==> config.mk <==
export PLATFORM = sky130hd
export DESIGN_NAME = muldiv_arbiter
export DESIGN_NICKNAME = d
export VERILOG_FILES = /design/src/rtl/muldiv_pkg.sv /design/src/rtl/muldiv_arbiter_rr_pick.sv /design/src/rtl/muldiv_arbiter.sv
export SDC_FILE = /design/constraint.sdc
export NUM_CORES = 1
export LEC_CHECK = 0
export ABC_AREA = 1
export CORE_ASPECT_RATIO = 1.75
export CORE_MARGIN = 10
export CORE_UTILIZATION = 41
export CTS_CLUSTER_DIAMETER = 30
export CTS_CLUSTER_SIZE = 14
export DETAILED_ROUTE_END_ITERATION = 8
export HOLD_SLACK_MARGIN = 0.03
export PLACE_DENSITY_LB_ADDON = 0.08
export SLEW_MARGIN = 20
export SYNTH_ARGS = -nofsm -noshare
export SYNTH_HDL_FRONTEND = slang
export SYNTH_SLANG_ARGS = --single-unit
==> constraint.sdc <==
create_clock -name clk -period 3.4 [get_ports clk]
set_input_delay 0.34 -clock clk [delete_from_list [all_inputs] [get_ports clk]]
set_output_delay 0.34 -clock clk [all_outputs]
set_load 0.02 [all_outputs]
==> src/rtl/muldiv_pkg.sv <==
// Shared types for the muldiv arbiter: operation encoding and sequencer states.
package muldiv_pkg;

  typedef enum logic [2:0] {
    OpMul    = 3'd0,
    OpMulh   = 3'd1,
    OpMulhsu = 3'd2,
    OpMulhu  = 3'd3,
    OpDiv    = 3'd4,
    OpDivu   = 3'd5,
    OpRem    = 3'd6,
    OpRemu   = 3'd7
  } muldiv_op_t;

  typedef enum logic [2:0] {
    StIdle   = 3'd0,
    StLaunch = 3'd1,
    StBusy   = 3'd2,
    StDrain  = 3'd3,
    StResp   = 3'd4
  } arb_state_e;

  // Division family is the upper half of the encoding.
  function automatic logic is_div_op(logic [2:0] op);
    return op[2];
  endfunction

  // Remainder ops (REM/REMU) have bit 1 set within the division family.
  function automatic logic is_rem_op(logic [2:0] op);
    return op[2] & op[1];
  endfunction

endpackage

==> src/rtl/muldiv_arbiter_rr_pick.sv <==
// Combinational round-robin picker: one-hot grant to the first valid
// requester at or after ptr_i, wrapping cyclically.
module rr_pick #(
  parameter int unsigned NumReq = 2,
  localparam int unsigned PtrW  = (NumReq > 1) ? $clog2(NumReq) : 1
) (
  input  logic [NumReq-1:0] valid_i,
  input  logic [PtrW-1:0]   ptr_i,
  output logic [NumReq-1:0] grant_o
);

  // Scan from the pointer, first valid requester wins.
  always_comb begin
    logic            found;
    logic [PtrW-1:0] idx;
    grant_o = '0;
    found   = 1'b0;
    idx     = '0;
    for (int unsigned k = 0; k < NumReq; k++) begin
      idx = PtrW'((32'(ptr_i) + k) % NumReq);
      if (!found && valid_i[idx]) begin
        grant_o[idx] = 1'b1;
        found        = 1'b1;
      end
    end
  end

endmodule

==> src/rtl/muldiv_arbiter.sv <==
// Round-robin arbiter/sequencer sharing one iterative muldiv engine between
// NUM_REQ requesters. One operation in flight; flush kills unreturned work.
// Optional macro MULDIV_FASTPATH_EN: divide-family ops with b==0 bypass the
// engine and answer directly from LAUNCH.
module muldiv_arbiter
  import muldiv_pkg::*;
#(
  parameter int unsigned NUM_REQ = 2,
  parameter int unsigned XLEN    = 32
) (
  input  logic                    clk,
  input  logic                    reset,
  input  logic                    flush,
  input  logic [NUM_REQ-1:0]      req_valid,
  output logic [NUM_REQ-1:0]      req_ready,
  input  logic [3*NUM_REQ-1:0]    req_op,
  input  logic [XLEN*NUM_REQ-1:0] req_a,
  input  logic [XLEN*NUM_REQ-1:0] req_b,
  output logic [NUM_REQ-1:0]      rsp_valid,
  input  logic [NUM_REQ-1:0]      rsp_ready,
  output logic [XLEN-1:0]         rsp_data,
  output logic                    eng_start,
  output logic [2:0]              eng_op,
  output logic [XLEN-1:0]         eng_a,
  output logic [XLEN-1:0]         eng_b,
  input  logic                    eng_done,
  input  logic [XLEN-1:0]         eng_result
);

  localparam int unsigned PtrW = (NUM_REQ > 1) ? $clog2(NUM_REQ) : 1;

  arb_state_e      state_q, state_d;
  logic [PtrW-1:0] rr_ptr_q, rr_ptr_d;
  logic [PtrW-1:0] owner_q, owner_d;
  logic [2:0]      op_q, op_d;
  logic [XLEN-1:0] a_q, a_d;
  logic [XLEN-1:0] b_q, b_d;
  logic [XLEN-1:0] rsp_data_q, rsp_data_d;

  logic [NUM_REQ-1:0] grant;
  logic [PtrW-1:0]    grant_idx;
  logic               fast_hit;
  logic [XLEN-1:0]    fast_data;

  rr_pick #(
    .NumReq (NUM_REQ)
  ) u_rr_pick (
    .valid_i (req_valid),
    .ptr_i   (rr_ptr_q),
    .grant_o (grant)
  );

  // One-hot grant to requester index.
  always_comb begin
    grant_idx = '0;
    for (int unsigned i = 0; i < NUM_REQ; i++) begin
      if (grant[i]) grant_idx = PtrW'(i);
    end
  end

`ifdef MULDIV_FASTPATH_EN
  // Divide by zero has an architecturally fixed answer; no engine needed.
  assign fast_hit  = is_div_op(op_q) && (b_q == '0);
  assign fast_data = is_rem_op(op_q) ? a_q : '1;
`else
  assign fast_hit  = 1'b0;
  assign fast_data = '0;
`endif

  // Next-state and handshake outputs.
  always_comb begin
    state_d    = state_q;
    rr_ptr_d   = rr_ptr_q;
    owner_d    = owner_q;
    op_d       = op_q;
    a_d        = a_q;
    b_d        = b_q;
    rsp_data_d = rsp_data_q;
    req_ready  = '0;
    rsp_valid  = '0;
    eng_start  = 1'b0;

    unique case (state_q)
      StIdle: begin
        if (!flush) begin
          req_ready = grant;
          // grant is only ever set on a valid requester, so this is the handshake
          if (|grant) begin
            op_d     = req_op[32'(grant_idx)*3 +: 3];
            a_d      = req_a[32'(grant_idx)*XLEN +: XLEN];
            b_d      = req_b[32'(grant_idx)*XLEN +: XLEN];
            owner_d  = grant_idx;
            rr_ptr_d = (grant_idx == PtrW'(NUM_REQ - 1)) ? '0 : grant_idx + PtrW'(1);
            state_d  = StLaunch;
          end
        end
      end
      StLaunch: begin
        if (fast_hit) begin
          if (flush) begin
            state_d = StIdle;
          end else begin
            rsp_data_d = fast_data;
            state_d    = StResp;
          end
        end else begin
          // Engine cannot be aborted, so a flush here must still wait for done.
          eng_start = 1'b1;
          state_d   = flush ? StDrain : StBusy;
        end
      end
      StBusy: begin
        if (eng_done && flush) begin
          state_d = StIdle;
        end else if (eng_done) begin
          rsp_data_d = eng_result;
          state_d    = StResp;
        end else if (flush) begin
          state_d = StDrain;
        end
      end
      StDrain: begin
        if (eng_done) state_d = StIdle;
      end
      StResp: begin
        rsp_valid[owner_q] = 1'b1;
        if (rsp_ready[owner_q] || flush) state_d = StIdle;
      end
      default: state_d = StIdle;
    endcase

    // Keep handshakes quiet while reset is held.
    if (reset) begin
      req_ready = '0;
      rsp_valid = '0;
      eng_start = 1'b0;
    end
  end

  // State and datapath registers, synchronous reset.
  always_ff @(posedge clk) begin
    if (reset) begin
      state_q    <= StIdle;
      rr_ptr_q   <= '0;
      owner_q    <= '0;
      op_q       <= '0;
      a_q        <= '0;
      b_q        <= '0;
      rsp_data_q <= '0;
    end else begin
      state_q    <= state_d;
      rr_ptr_q   <= rr_ptr_d;
      owner_q    <= owner_d;
      op_q       <= op_d;
      a_q        <= a_d;
      b_q        <= b_d;
      rsp_data_q <= rsp_data_d;
    end
  end

  assign eng_op   = op_q;
  assign eng_a    = a_q;
  assign eng_b    = b_q;
  assign rsp_data = rsp_data_q;

endmodule

# Yosys cells after proc, flatten, opt, wreduce, memory -nomap -nowiden
# Index checks and enable logic that the tools add are counted.
[classes]
n_addsub = 2
mul = 1
n_lt_le_gt_ge = 6
n_eq_ne = 9
shifts = 3
n_mux = 33
bitwise = 3
reduce_logical = 12
[ops]
columns = ["cell", "count"]
rows = [
  ["$shiftx A64 B7 Y32", 2],
  ["$mux W3", 7],
  ["$mux W1", 15],
  ["$pmux W3 S5", 1],
  ["$mux W2", 7],
  ["$ne A2 B2 Y1 const B", 4],
  ["$eq A3 B2 Y1 const B", 2],
  ["$lt A1 B2 Y1 const B", 3],
  ["$reduce_and A3 Y1", 2],
  ["$shiftx A6 B4 Y3", 1],
  ["$logic_and A1 B1 Y1", 5],
  ["$reduce_and A5 Y1", 1],
  ["$ne A4 B4 Y1 const B", 1],
  ["$demux W1 S1", 3],
  ["$eq A3 B1 Y1 const B", 1],
  ["$eq A3 B3 Y1 const B", 1],
  ["$ge A1 B1 Y1 const B", 3],
  ["$logic_not A3 Y1", 1],
  ["$mul A1 B2 Y3 const B", 1],
  ["$add A1 B1 Y1 const B", 2],
  ["$not A1 Y1", 2],
  ["$or A2 B2 Y2", 1],
  ["$reduce_or A2 Y1", 1],
  ["$logic_not A1 Y1", 1],
  ["$logic_or A1 B1 Y1", 1],
]
[totals]
ff_bits = 104
inputBits = 174
output_inout_bits = 104
word_cells = 76

# Logic depth before layout (Yosys ltp)
[logic_depth]
word_depth = 11
ltp_mapped = 10
ltp_nobuf = 10

# By module
# Synthesis repeated with hierarchy kept, for this count alone.
[unflattened]
hier_cells = 535
hier_area_um2 = 4475.5
[modules_own_cells]
columns = ["mod", "instances", "cells_per_inst", "area_per_inst_um2", "seq_area_each_um2"]
rows = [
  ["muldiv_arbiter", 1, 531, 4448.0, 2082.0],
  ["rr_pick", 1, 4, 27.5, 0.0],
]

# Worst setup path after synthesis
# OpenSTA, ideal clock, no wires.
[synth_timing]
path_type = "register -> output"
start = "register state_q[2]"
end = "output req_ready[0]"
arrival_ns = 1.254
required_time_ns = 3.060
path_slack_ns = 1.806
stages_incl_launch_ff = 7
path_buffers = 1
path_cell_list = "dfxtp_1 -> nor2_4 -> nand2_4 -> nor2_8 -> buf_2 -> nand2_1 -> nor2_1"
[synth_between]
elab_chain_cells = 3
[synth_rtl]
columns = ["element", "line", "text"]
rows = [
  ["start, declared", "muldiv_arbiter.sv:32", "arb_state_e state_q, state_d;"],
  ["start signal, assigned", "muldiv_arbiter.sv:143", "state_q <= StIdle;"],
  ["start signal, assigned", "muldiv_arbiter.sv:151", "state_q <= state_d;"],
  ["$logic_not A3 Y1", "muldiv_arbiter.sv:83", "unique case (state_q)"],
  ["$mux W2", "muldiv_arbiter.sv:83", ""],
  ["$mux W2", "muldiv_arbiter.sv:133", "if (reset) begin"],
  ["end, declared", "muldiv_arbiter.sv:15", "output logic [NUM_REQ-1:0] req_ready,"],
]
# No other way between the ends.

# Final worst setup path
[layout_timing]
start = "input flush"
end = "output req_ready[0]"
[layout_between]
elab_chain_cells = 3
[layout_rtl]
columns = ["element", "line", "text"]
rows = [
  ["start, declared", "muldiv_arbiter.sv:13", "input logic flush,"],
  ["$mux W2", "muldiv_arbiter.sv:85", "if (!flush) begin"],
  ["$mux W2", "muldiv_arbiter.sv:83", ""],
  ["$mux W2", "muldiv_arbiter.sv:133", ""],
]
# No other way between the ends.

==> flow_summary.json <==
{
  "cts_tree": "built",
  "postSynthAreaPerCell_um2": 6.641,
  "critical_path_required_ps": 3060,
  "critPathCaptureType": "primary output",
  "synth_area_leaders": "dfxtp_1 44%, nor2_1 14%, nand2_1 13%",
  "setup_violations": 0,
  "power_leakage_nw": 3.337,
  "tns_ps": 0,
  "grt_use_total": 0.2019,
  "period_share": 0.8549,
  "r2r_cells": 5,
  "rrSetupSlack_ps": 1450,
  "crit_path_start_kind": "input port",
  "clock-skew-final_ps": 9.725,
  "reg2reg_to": "eng_a[8]$_SDFFE_PP0P_",
  "min_to": "rsp_data[19]$_SDFFE_PP0N_",
  "ant_nets": 0,
  "grt_pass1_vias": 5292,
  "min_path_cells": 2,
  "layout-drive-gt1-share": 0.03128,
  "final_cells": 1091,
  "post_cts_resized": 0,
  "drc": 0,
  "ir_drop_mv": 0.3874,
  "wl_um": 17230,
  "arrival_ps": 2570,
  "pin_count": 278,
  "grt_pass1_wl_um": 26640,
  "clkTransAtPathRegs_ps": 70,
  "min_from": "rsp_data[19]$_SDFFE_PP0N_",
  "area_delta_synth_final_pct": 65.05,
  "nNetsFinal": 1128,
  "totalPowerFinal_mw": 4.561,
  "root_buffer": "clkbuf_16",
  "ys_warn_count": 0,
  "drt_pass1_iterations": 6,
  "port-buffer-count": 277,
  "syn_inst": 705,
  "cp-startpoint": "flush",
  "synth-seq-cells": 104,
  "crit_type": "in2out",
  "netlist_area_um2": 4682,
  "power_density_nw_per_um2": 590.3,
  "start_util": 0.4193,
  "overflow": 0,
  "timing_max_transition_violations_final": 0,
  "ys_types": 23,
  "cts_setup_buffers": 0,
  "core-area_um2": 11170,
  "cap_viol_max_count": 0,
  "htreeDepth": 3,
  "rows": 51,
  "numCtsBuffers": 9,
  "seq_area_frac_synth": 0.4447,
  "dp.cells": 1075,
  "cts-hold-fix-buffers": 0,
  "relSlewSlack": 0.3200,
  "hold_viol": 0,
  "synthesis.nets": 879,
  "hold_path.class": "reg2reg",
  "grt_antenna_before_repair": 0,
  "vias_per_cell": 4.843,
  "outcome": "complete, no violations",
  "reg2reg_from": "rr_ptr_q$_SDFFE_PP0P_",
  "drtIter0Drc": 186,
  "hpwl_um": 13070,
  "yosysTopAreaCell": "dfxtp_1",
  "die_height_um": 161.4,
  "dieArea_um2": 16260,
  "die_w_um": 100.8,
  "insertedDiodeCount": 0,
  "clock-sinks": 104,
  "synth_top_area_share": 0.4447,
  "tightestPinTransition_ps": 1020,
  "rsz0062_at_grt": "no",
  "clock_path_buffers": 2,
  "post-route-min-period_ps": 2907,
  "wl_per_cell_um": 15.79,
  "place.gp.congestion": 0.8082,
  "grt_max_degree": 116,
  "clk-insertion-delay-late_ps": 350,
  "hold_ws_ps": 485.1,
  "crit_fanout": 69,
  "maxClockFrequency_ghz": 0.3441,
  "dr_total_vias": 5284
}
## state kept, by name, summed over array words and instances, names as in the netlist
name / cells
rsp_data: 32
state_q: 3
eng_b: 32
owner_q: 1
rr_ptr_q: 1
eng_a: 32
eng_op: 3
## cell usage after synthesis
master,instances
o21ai_4,1
nand2_1,160
o21ai_1,22
nor2_8,1
buf_2,8
a21oi_1,4
nand2_4,1
clkbuf_1,22
buf_1,1
o21ai_2,1
o21ai_0,107
nand4_1,1
nor2_1,169
inv_4,1
buf_4,7
inv_1,59
dfxtp_1,104
nand3_1,23
nor2_4,1
buf_6,7
nor3_1,2
nand3b_1,1
inv_2,2
## layer usage
layer  vias to the layer above  routed length [µm]  GRT usage
met5                         -                   0          0
met4                         0                 579    0.09161
met3                        32                1755    0.08159
met2                       226                8632     0.3458
met1                      2347                6258     0.2070
li1                       2679                   -          -
## stage by stage
step / cell area, µm² / utilization / setup slack [ps]
detailed placement: 7407 / 0.6633 / 474.2
global placement: 7407 / 0.6633 / 489.0
global route: 7727 / 0.6920 / 242.8
finish: 7727 / 0.6920 / 493.4
CTS: 7727 / 0.6920 / 462.3
floorplan: 4682 / - / 1806
## layout by cell type, fill, tap and decap left out
cell type	n
a21oi_1	4
buf_4	6
bufinv_16	2
clkbuf_1	1
clkbuf_16	9
clkdlybuf4s50_1	277
clkinvlp_4	3
dfxtp_1	104
inv_1	58
inv_2	3
inv_4	1
inv_6	1
nand2_1	160
nand2_4	1
nand3_1	23
nand3b_1	1
nand4_1	1
nor2_1	169
nor2_4	1
nor2_8	1
nor3_1	2
o21ai_0	107
o21ai_1	22
o21ai_2	1
o21ai_4	1
## critical path: stages
cell	delay, ps
clkdlybuf4s50_1	430
inv_1	150
o21ai_2	120
nor2_8	110
buf_4	520
nand2_1	150
nor2_1	110
clkdlybuf4s50_1	620
## kinds of logic after synthesis
logic type / Yosys count / synth area share
AO/OA/AOI/OAI: 135 / 0.1475
buffers and inverters: 107 / 0.1053
flip-flops: 104 / 0.4447
AND/OR/NAND/NOR: 359 / 0.3025
## power by group
group | leakage [nW] | internal (mW) | total [mW] | switching [mW]
combinational | 2.34 | 0.823 | 1.84 | 1.02
clock | 0.145 | 0.648 | 1.11 | 0.463
sequential | 0.851 | 1.47 | 1.61 | 0.137
total | 3.34 | 2.94 | 4.56 | 1.62
## cell type report
cell class	instances	area [µm²]
fill	999	3440
timing repair buffer	283	2818
multi-input combinational	494	2107
sequential	104	2082
inverter	62	235.2
clock buffer	10	229.0
tap	132	165.2
clock inverter	6	91.34
## worst max-delay path by stage
stage	endpoint	slack (ps)	depth (start not counted)
after floorplan	req_ready[0]	1810	6
after global placement	req_ready[0]	490	7
after detailed placement	req_ready[0]	470	8
after CTS	req_ready[0]	460	8
after global routing	req_ready[0]	240	8
final	req_ready[0]	490	8
(Power assumes the default switching activity.)
